File: config.mk
export PLATFORM = sky130hd
export DESIGN_NAME = spi_master_seq
export DESIGN_NICKNAME = d
export VERILOG_FILES = /design/src/rtl/spi_master_seq.sv
export SDC_FILE = /design/constraint.sdc
export NUM_CORES = 1
export LEC_CHECK = 0
export CAP_MARGIN = 20
export CORE_MARGIN = 2
export CORE_UTILIZATION = 51
export CTS_BUF_LIST = sky130_fd_sc_hd__clkbuf_4 sky130_fd_sc_hd__clkbuf_8
export CTS_CLUSTER_SIZE = 25
export DETAILED_ROUTE_END_ITERATION = 10
export GPL_ROUTABILITY_DRIVEN = 1
export GPL_TIMING_DRIVEN = 0
export PLACE_DENSITY = 0.86
export SLEW_MARGIN = 20
export SYNTH_ARGS = -nofsm -noshare
export SYNTH_HDL_FRONTEND = slang
export SYNTH_SLANG_ARGS = --single-unit
File: constraint.sdc
create_clock -name clk -period 3.6 [get_ports clk]
set_input_delay 0.36 -clock clk [delete_from_list [all_inputs] [get_ports clk]]
set_output_delay 0.36 -clock clk [all_outputs]
set_load 0.02 [all_outputs]
File: src/rtl/spi_master_seq.sv
// spi_master_seq: SPI master sequencer.
// Runs one DATA_W-bit frame for each accepted start request and drives one of
// NUM_SS active-low slave selects for the length of that frame. It raises a
// sticky SPIF, and it flags write collisions and aborted transfers.
//
// Optional feature: define SPI_BURST_EN to add burst_len[7:0]. burst_len is
// sampled with start, and the burst runs burst_len+1 frames back to back. The
// slave select stays low between frames. SPIF and reg_write_en occur once,
// after the last frame.
//
// Ports:
//   clk, rst      clock; asynchronous active-low reset
//   baud_tick     one strobe per SCK bit period from the BRG
//   spe, mstr     SPI enable / master mode from SPCR
//   start         SPDR-write request; ss_sel is sampled with it
//   spif_clr      clears SPIF
//   ss_n          active-low slave selects
//   idle          high in IDLE
//   shifter_en    high while bits are shifting (RUN)
//   spdr_rd_en    one-clock pulse in LOAD
//   spdr_wr_en    one-clock pulse in UPDATE
//   reg_write_en  SPSR write strobe in the final UPDATE
//   spif          sticky transfer-complete flag
//   wcol          pulse: start arrived while busy
//   abort         pulse: spe/mstr dropped mid-transfer
//   brg_clr       combinational baud generator clear
//   bit_cnt       bits shifted so far in the current frame
module spi_master_seq #(
  parameter int DATA_W = 8,
  parameter int NUM_SS = 4,
  localparam int SEL_W = (NUM_SS > 1) ? $clog2(NUM_SS) : 1,
  localparam int CNT_W = $clog2(DATA_W)
) (
  input  logic              clk,
  input  logic              rst,
  input  logic              baud_tick,
  input  logic              spe,
  input  logic              mstr,
  input  logic              start,
  input  logic [SEL_W-1:0]  ss_sel,
`ifdef SPI_BURST_EN
  input  logic [7:0]        burst_len,
`endif
  input  logic              spif_clr,
  output logic [NUM_SS-1:0] ss_n,
  output logic              idle,
  output logic              shifter_en,
  output logic              spdr_rd_en,
  output logic              spdr_wr_en,
  output logic              reg_write_en,
  output logic              spif,
  output logic              wcol,
  output logic              abort,
  output logic              brg_clr,
  output logic [CNT_W-1:0]  bit_cnt
);

  typedef enum logic [1:0] {ST_IDLE, ST_LOAD, ST_RUN, ST_UPDATE} state_t;

  state_t             state_r, state_s;
  logic [SEL_W-1:0]   sel_r, sel_s;
  logic [CNT_W-1:0]   bit_cnt_r, bit_cnt_s;
  logic               spif_r, spif_s;
  logic               wcol_s, abort_s, last_frame_s, link_ok_s;
  logic [NUM_SS-1:0]  ss_n_s;
  logic [NUM_SS-1:0]  ss_n_r;
  logic               idle_r, shifter_en_r, spdr_rd_en_r, spdr_wr_en_r;
  logic               reg_write_en_r, wcol_r, abort_r;
`ifdef SPI_BURST_EN
  logic [7:0]         frames_r, frames_s;
`endif

  // The transfer may continue only while the block is enabled and in master mode.
  assign link_ok_s = spe & mstr;

`ifdef SPI_BURST_EN
  assign last_frame_s = (frames_r == 8'd0);
`else
  assign last_frame_s = 1'b1;
`endif

  // Next-state, next-count, and one-clock status pulse decode.
  always_comb begin
    state_s   = state_r;
    sel_s     = sel_r;
    bit_cnt_s = bit_cnt_r;
    abort_s   = 1'b0;
`ifdef SPI_BURST_EN
    frames_s  = frames_r;
`endif
    case (state_r)
      ST_IDLE: begin
        if (start && link_ok_s &&
            ({{(32-SEL_W){1'b0}}, ss_sel} < 32'(NUM_SS))) begin
          state_s   = ST_LOAD;
          sel_s     = ss_sel;
          bit_cnt_s = {CNT_W{1'b0}};
`ifdef SPI_BURST_EN
          frames_s  = burst_len;
`endif
        end else begin
          state_s = ST_IDLE;
        end
      end
      ST_LOAD: begin
        bit_cnt_s = {CNT_W{1'b0}};
        if (!link_ok_s) begin
          state_s = ST_IDLE;
          abort_s = 1'b1;
        end else begin
          state_s = ST_RUN;
        end
      end
      ST_RUN: begin
        if (!link_ok_s) begin
          state_s   = ST_IDLE;
          abort_s   = 1'b1;
          bit_cnt_s = {CNT_W{1'b0}};
        end else if (baud_tick) begin
          // The tick that ends the last bit closes the frame; the counter never wraps.
          if (bit_cnt_r == CNT_W'(DATA_W - 1)) begin
            state_s   = ST_UPDATE;
            bit_cnt_s = {CNT_W{1'b0}};
          end else begin
            bit_cnt_s = bit_cnt_r + CNT_W'(1);
          end
        end else begin
          state_s = ST_RUN;
        end
      end
      ST_UPDATE: begin
        if (last_frame_s) begin
          state_s = ST_IDLE;
        end else begin
          state_s = ST_LOAD;
`ifdef SPI_BURST_EN
          frames_s = frames_r - 8'd1;
`endif
        end
      end
      default: begin
        state_s   = ST_IDLE;
        bit_cnt_s = {CNT_W{1'b0}};
      end
    endcase

    wcol_s = start && (state_r != ST_IDLE);

    // A completing frame sets SPIF even when a clear arrives in the same clock.
    if ((state_r == ST_UPDATE) && last_frame_s) begin
      spif_s = 1'b1;
    end else if (spif_clr) begin
      spif_s = 1'b0;
    end else begin
      spif_s = spif_r;
    end

    // Hold the selected slave low for every state except IDLE.
    for (int i = 0; i < NUM_SS; i++) begin
      ss_n_s[i] = !((state_s != ST_IDLE) && (sel_s == SEL_W'(i)));
    end
  end

  // State register. The outputs are registered from the next-state decode so they line up with the state.
  always_ff @(posedge clk or negedge rst) begin
    if (!rst) begin
      state_r        <= ST_IDLE;
      sel_r          <= {SEL_W{1'b0}};
      bit_cnt_r      <= {CNT_W{1'b0}};
      spif_r         <= 1'b0;
      wcol_r         <= 1'b0;
      abort_r        <= 1'b0;
      ss_n_r         <= {NUM_SS{1'b1}};
      idle_r         <= 1'b1;
      shifter_en_r   <= 1'b0;
      spdr_rd_en_r   <= 1'b0;
      spdr_wr_en_r   <= 1'b0;
      reg_write_en_r <= 1'b0;
`ifdef SPI_BURST_EN
      frames_r       <= 8'd0;
`endif
    end else begin
      state_r        <= state_s;
      sel_r          <= sel_s;
      bit_cnt_r      <= bit_cnt_s;
      spif_r         <= spif_s;
      wcol_r         <= wcol_s;
      abort_r        <= abort_s;
      ss_n_r         <= ss_n_s;
      idle_r         <= (state_s == ST_IDLE);
      shifter_en_r   <= (state_s == ST_RUN);
      spdr_rd_en_r   <= (state_s == ST_LOAD);
      spdr_wr_en_r   <= (state_s == ST_UPDATE);
`ifdef SPI_BURST_EN
      reg_write_en_r <= (state_s == ST_UPDATE) && (frames_s == 8'd0);
      frames_r       <= frames_s;
`else
      reg_write_en_r <= (state_s == ST_UPDATE);
`endif
    end
  end

  assign ss_n         = ss_n_r;
  assign idle         = idle_r;
  assign shifter_en   = shifter_en_r;
  assign spdr_rd_en   = spdr_rd_en_r;
  assign spdr_wr_en   = spdr_wr_en_r;
  assign reg_write_en = reg_write_en_r;
  assign spif         = spif_r;
  assign wcol         = wcol_r;
  assign abort        = abort_r;
  assign bit_cnt      = bit_cnt_r;
  assign brg_clr      = ~mstr | ~spe | (state_r == ST_IDLE);

endmodule
Yosys cells after proc, flatten, opt, wreduce, memory -nomap -nowiden --
Cells that the tools add are included.
Operators by class: muxes and demuxes 17, bitwise operators 5, add/subtract/negate cells 1, equality and inequality tests 12, reductions and logical operators 19
Operators by type and width (count):
- $eq A2 B2 Y1 const B | 6
- $mux W2 | 6
- $mux W3 | 4
- $pmux W3 S3 | 1
- $pmux W2 S4 | 1
- $eq A2 B1 Y1 const B | 3
- $logic_and A1 B1 Y1 | 6
- $logic_not A2 Y1 | 3
- $reduce_bool A2 Y1 | 3
- $mux W1 | 5
- $logic_not A1 Y1 | 4
- $add A3 B1 Y3 const B | 1
- $eq A3 B3 Y1 const B | 1
- $ne A3 B3 Y1 const B | 1
- $reduce_and A3 Y1 | 1
- $reduce_bool A3 Y1 | 1
- $ne A2 B2 Y1 const B | 1
- $not A1 Y1 | 2
- $or A1 B1 Y1 | 2
- $reduce_or A2 Y1 | 1
- $and A1 B1 Y1 | 1
Storage, ports and cells: word-level logic and storage cells 65, input bits 9, flip-flop bits (word level) 18, output and inout port bits 16

Depth between registers and ports, before layout --
Gate-level depths: netlist of run 1.
depth in word-level cells 8, gate-level depth with buffers 6, mapped depth without buffers 6

Worst setup path before layout of run 1 --
OpenSTA, ideal clock, no wires.
path type flip-flop to flip-flop, from register bit_cnt_r[0], in the netlist bit_cnt[0], to register reg_write_en_r, in the netlist reg_write_en, arrival 1.607 ns, cell stages (with the launch flop) 6, required time 3.481 ns, library setup time 0.119 ns, period minus slack after synthesis 1.726 ns, path slack 1.874 ns, path buffers 0, cells stage by stage dfrtp_1 ha_1 ha_1 nor4b_1 nor3_2 and2_1
On the way: longest elaborated chain between the ends 6
Ends and longest elaborated chain:
- from (decl) | line 62 | logic [CNT_W-1:0] bit_cnt_r, bit_cnt_s;
- from (signal assigned) | line 169 | bit_cnt_r <= {CNT_W{1'b0}};
- from (signal assigned) | line 185 | bit_cnt_r <= bit_cnt_s;
- $eq A3 B3 Y1 | line 121 | if (bit_cnt_r == CNT_W'(DATA_W - 1)) begin
- $mux W2 | line 121
- $mux W2 | line 119 | end else if (baud_tick) begin
- $mux W2 | line 115 | if (!link_ok_s) begin
- $pmux W2 S4 | line 91 | case (state_r)
- via state_s[1] | line 60 | state_t state_r, state_s;
- $eq A2 B2 Y1 | line 198 | reg_write_en_r <= (state_s == ST_UPDATE);
- to (signal assigned) | line 198
- to (decl) | line 68 | logic reg_write_en_r, wcol_r, abort_r;
The timed path passes the listed nets, and every way through them passes these cells. A chain may end at the register's enable or synchronous reset.

Worst setup path after layout of run 1 --
from register state_r[1], to output port brg_clr
On the way: longest elaborated chain between the ends 2
Ends and longest elaborated chain:
- from (decl) | line 60
- from (signal assigned) | line 183 | state_r <= state_s;
- $logic_not A2 Y1 | line 213 | assign brg_clr = ~mstr | ~spe | (state_r == ST_IDLE);
- $or A1 B1 Y1 | line 213
- to (decl) | line 54 | output logic brg_clr,
Every way passes these cells.

==> metrics, run 1 <==
most frequent cells in the layout=clkdlybuf4s50_1 (24), dfrtp_1 (13), inv_1 (8), ha_1 (6); syn_nets=77; DRT iter0 DRCs=13; Worst Skew=0.00649 ns; total gr overflow=0; total die area=0.00193 mm^2; post-cts gate resize count=0; most common cell after layout, fill and taps aside=clkdlybuf4s50_1; vias after detailed routing=587; vias in the first global route=565; unrepaired setup endpoints after global routing=no; final worst setup slack=1.30 ns; top cell type's share of synthesized area=40.0%; Hold WC Path Type=primary input to asynchronous set/reset pin; pin count of the biggest net entering global routing=19; Cell Rows=14; core area=0.00151 mm^2; first-pass GRT wire length=2.55 mm; Warnings, synthesis=0; final period utilization=64.0%; synth unique cells=24; CTS tree=built; max_slew headroom=47.6%; Synth-to-Final Area Change=36.5%; die height=43.9 um; Critical Path Start Type=flop; Hold-fix buffers, CTS=0; P per Cell Area=347 mW/mm^2; I/O Pins=25; Crit. End Element=primary output; post-synthesis cell count=62; Area contributors post-synth=dfrtp_1 (40%), dfstp_2 (16%), ha_1 (9.2%); setup violation total in the final timing report=0; Pleak=0.535 nW; Vias per Instance=5.54; initial antenna violation count=0; top cell type by total area after synthesis=dfrtp_1; critical path peak fanout=5; share of layout cells above drive strength 1=17.8%; post-detail-place hpwl=1.17 mm; Worst-Skew Late Latency=0.29 ns; peak supply drop=0.277 mV; clock-pin slew on the worst setup and hold paths=0.10 ns; Final Wtd Congestion=0.794; Initial Util=54.0%; DRC viols=0; status=finished, final reports clean; Final Hold Fails=0; NumNets Final=106; worst slack, placed=1.56 ns; Avg Cell Area, Syn=13.1 um^2; port bufs=24; # clock sinks=18; CP arrival=1.94 ns; post-route minimum period=2.30 ns; Synth Cell Area=813 um^2; Max Cap Viol=0; Req. time, crit path=3.24 ns; Slew @ Worst Pin=0.784 ns; GRT Resource Usage Total=18.6%; Max Transition Viols Final=0; maximum root-to-sink buffer count=2; antenna-violating nets left=0; Post-CTS Setup Inserts=0; fmax=434 MHz; WL/cell=14.4 um; Diodes inserted=0; Synth Register Bits=18; WHS=0.510 ns; H-tree levels=1; TritonCTS buffer count=3; Clock Tree Root=clkbuf_4; Final TNS setup=0 ns; first drt pass iteration count=4; Post-Route WL=1.53 mm; Die Wd=43.9 um; sequential element share of the synthesized area=56.2%; critical path type=flop to primary output
-- stage by stage --
step | total power [mW] | util [%] | area, um^2 | cells
3_5_place_dp | 0.266 | 71.3 | 1070 | 102
2_1_floorplan | 0.241 | - | 813 | 62
5_1_grt | 0.400 | 73.7 | 1110 | 106
3_3_place_gp | 0.264 | 71.3 | 1070 | 102
6_report | 0.385 | 73.7 | 1110 | 106
4_1_cts | 0.387 | 73.7 | 1110 | 106
-- per-layer routing --
metal / track usage (%) / vias up / part of all wire (%)
li1: - / 267 / -
met1: 21.3 / 297 / 38
met5: 0 / - / 0
met4: 7.27 / 0 / 1.6
met2: 34.4 / 18 / 56
met3: 2.50 / 5 / 3.8
-- layout make-up --
type                    count  area, um^2
inverters                   8        30.0
multi-input cells          35         319
clock buffers               4        36.3
flip-flops and latches     18         457
well taps                  16        20.0
repair buffers             24         240
fillers                   102         397
plain buffers               1        7.51
-- power breakdown --
part / internal, mW / switching [mW] / total [mW]
Sequential: 0.212 / 0.00255 / 0.214
Clock: 0.0616 / 0.0604 / 0.122
Combinational: 0.0212 / 0.0270 / 0.0482
Total: 0.295 / 0.0899 / 0.385
-- Yosys cell counts --
cell	instances
nand3b_1	1
nor3_2	1
o31a_1	1
ha_1	6
a21boi_0	1
o2bb2ai_1	1
and2b_1	1
and2_1	1
dfrtp_1	13
o211ai_1	4
dfstp_2	5
a21o_1	1
nor2b_1	1
inv_1	8
nand2b_1	1
mux2_2	3
nor3_1	1
nor4b_1	1
nand3_4	1
o41ai_4	1
nor2_1	5
nand4_1	1
buf_4	1
mux2i_1	2
-- logic make-up after synthesis --
kind of cell               after synthesis  synth area share (%)
AOI/OAI and AO/OA                        9                  11.1
DFF                                     18                  56.2
adders and majority gates                6                  9.23
muxes                                    5                  6.62
buffers and inverters                    9                  4.62
and+or+nand+nor                         15                  12.3
-- critical path, stage by stage, from the launching register on --
cell and delay [ns]:
dfrtp_1 0.43, inv_1 0.10, ha_1 0.27, nand3b_1 0.20
clkdlybuf4s50_1 0.65
-- final timing paths --
| check | startpoint | endpoint | slack (ns) | cells past startpoint |
|---|---|---|---|---|
| max | state_r[1] | brg_clr | 1.30 | 4 |
| min | rst | sel_r[0] | 0.51 | 1 |
| max reg2reg | bit_cnt[0] | shifter_en | 1.77 | 5 |
| min reg2reg | spif | spif | 0.51 | 1 |
| max in group asynchronous | rst | abort | 2.59 | 1 |
| min in group clk | spif | spif | 0.51 | 1 |
-- sequential cells by signal (all words and copies together) (netlist names) --
signal and cells:
ss_n 4, bit_cnt 3, sel_r 2, state_r 2, abort 1, idle 1, reg_write_en 1, shifter_en 1
spdr_rd_en 1, spif 1, wcol 1
No activity file was read; power rests on OpenSTA's default activity.
==> inputs of run 2 (changes only) <==
Settings changed: CORE_UTILIZATION 51 to 42, PLACE_DENSITY 0.86 to 0.76.
Clock period 3.6 ns to 1.8 ns, I/O delays scaled along.
==> run 2 against run 1 <==
Compared with the run above: register-to-register slack got worse by 1.7 ns; final cell count rose by 11%; clock skew fell by 0.0038 ns; die area rose by 19%; global-route usage fell by 3.5 points; setup slack got worse by 1.2 ns; critical path depth rose by 2; clock power rose by 99%; final area rose by 4.6%; largest cell class unchanged; largest power group unchanged; highest routed layer unchanged.
==> metrics, run 2 (synthesis results as in run 1) <==
Cell Rows=15 (+1); Final Wtd Congestion=0.732 (-7.8%); post-route minimum period=1.70 ns; Initial Util=45.6% (-8.4 points); # clock sinks=18 (unchanged); fill count=133 (+30%); Final Hold Fails=0 (unchanged); vias in the first global route=525 (-7.1%); CTS tree=built; Worst Skew=0.00272 ns (-0.00377 ns); crit path cell chain=inv_1, ha_1, nand4_1, mux2i_1, inv_1, o211ai_1; setup violation total in the final timing report=0 (unchanged); Hold WC Path Type=primary input to asynchronous set/reset pin; Req. time, crit path=2.02 ns (-1.22 ns); Post-Route WL=1.46 mm (-4.5%); first-pass GRT wire length=2.28 mm (-10%); share of layout cells above drive strength 1=24.7% (+7.0 points); core area=0.00178 mm^2 (+18%); antenna-violating nets left=0 (unchanged); port bufs=24 (unchanged); DRC viols=0 (unchanged); final period utilization=94.5%; Critical Path Start Type=flop; Crit. End Element=flop; Pleak=0.553 nW (+3.5%); kind of cell adding the most delay to the critical path=flip-flops; critical path peak fanout=5 (unchanged); post-detail-place hpwl=1.11 mm (-5.8%); DRT iter0 DRCs=6 (-7); post-route cell area=0.00116 mm^2 (+4.6%); CP dominant cell by count=inv_1; critical path type=flop to flop; CP Buf/Inv Count=2 (unchanged); CP max stage delay=0.40 ns (-0.25 ns); Vias per Instance=4.85 (-12%); WL/cell=12.4 um (-14%); H-tree levels=1 (unchanged); clock-pin slew on the worst setup and hold paths=0.10 ns (about the same); DP Area=0.00108 mm^2 (+1.0%); Worst-Skew Late Latency=0.29 ns (about the same); TritonCTS buffer count=3 (unchanged); total power=777 uW (+100%); most frequent cells in the layout=clkdlybuf4s50_1 (23), dfrtp_1 (13), inv_1 (8), ha_1 (6); Die Wd=48.0 um (+9.3%); total gr overflow=0 (unchanged); Hold-fix buffers, CTS=0 (unchanged); GRT Resource Usage Total=15.1% (-3.5 points); P per Cell Area=669 mW/mm^2 (+93%); Worst path slowest cell=dfrtp_1; status=finished, final reports clean; Multi-input gate area=342 um^2 (+7.1%); pin count of the biggest net entering global routing=19 (unchanged); most common cell after layout, fill and taps aside=clkdlybuf4s50_1; I/O Pins=25 (unchanged); Diodes inserted=0 (unchanged); Max Transition Viols Final=0 (unchanged); first drt pass iteration count=4 (unchanged); CP arrival=1.92 ns (-0.02 ns); vias after detailed routing=572 (-2.6%); initial antenna violation count=0 (unchanged); Max Cap Viol=0 (unchanged); die height=48.0 um (+9.3%); peak supply drop=0.400 mV (+44%); Synth-to-Final Area Change=42.8%; maximum root-to-sink buffer count=2 (unchanged); max FFs per register=4 (unchanged); fmax=588 MHz; NumNets Final=109 (+2.8%); total die area=0.00230 mm^2 (+19%); Clock Tree Root=clkbuf_4; FF+latch area=457 um^2 (unchanged); max_slew headroom=49.7% (+2.1 points); Slew @ Worst Pin=0.752 ns (-0.0314 ns)
## run 2: timing repair
item                                   in CTS  in global routing
setup endpoints to repair                   2                 13
buffers inserted                            0                  3
pin swaps                                   1                  1
gates resized for setup                     3                  5
endpoints found under the hold margin       0                  0
## run 2: layout make-up
type / count / area share (%)
Buffer: 1 / 0.647
Sequential cell: 18 / 39.3
Tap cell: 25 / 2.69
Timing Repair Buffer: 27 / 22.2
Inverter: 8 / 2.59
Multi-Input combinational cell: 35 / 29.4
Clock buffer: 4 / 3.13
## run 2: routing by layer
layer  global-route usage (%)  vias to the layer above  share of wire [%]
met2                     26.4                       18                 53
met5                        0                        -                  0
met4                     6.49                        0                1.1
met3                     4.53                        2                5.2
met1                     16.8                      276                 41
li1                         -                      276                  -
## run 2: through the flow
| stage | worst slack (ns) | utilization, % | hold slack (ns) | cells | setup TNS, ns |
|---|---|---|---|---|---|
| floorplan | 0.0738 | - | -0.116 | 62 | 0 |
| global placement | 0.0440 | 60.8 | 0.465 | 111 | 0 |
| detailed placement | 0.0203 | 60.8 | 0.468 | 111 | 0 |
| CTS | 0.00215 | 62.9 | 0.351 | 115 | 0 |
| global route | -0.0175 | 65.1 | 0.370 | 118 | -0.0298 |
| finish | 0.0990 | 65.1 | 0.324 | 118 | 0 |
## run 2: worst paths after layout
kind | to | from | depth (start not counted) | slack (ns)
max in group asynchronous | spif | rst | 1 | 1.01
worst max-delay path | ss_n[3] | state_r[0] | 6 | 0.1
worst max register to register | ss_n[3] | state_r[0] | 6 | 0.1
worst min-delay path | abort | rst | 1 | 0.32
min in group clk | spif | spif_clr | 3 | 0.47
worst min register to register | spif | spif | 1 | 0.49
## run 2: worst register-to-register path, delay by kind of cell, from the launching register on
family                     cells  cell delay [ns]
AOI/OAI and AO/OA              1             0.11
adders and majority gates      1             0.27
buffers and inverters          2             0.21
DFF                            1             0.40
muxes                          1             0.34
and+or+nand+nor                1             0.30
## run 2: power by group
group          total, mW  switching, mW  leakage (nW)  internal (mW)
logic              0.104         0.0565         0.304         0.0474
clock network      0.243          0.119        0.0210          0.123
registers          0.430        0.00637         0.229          0.424
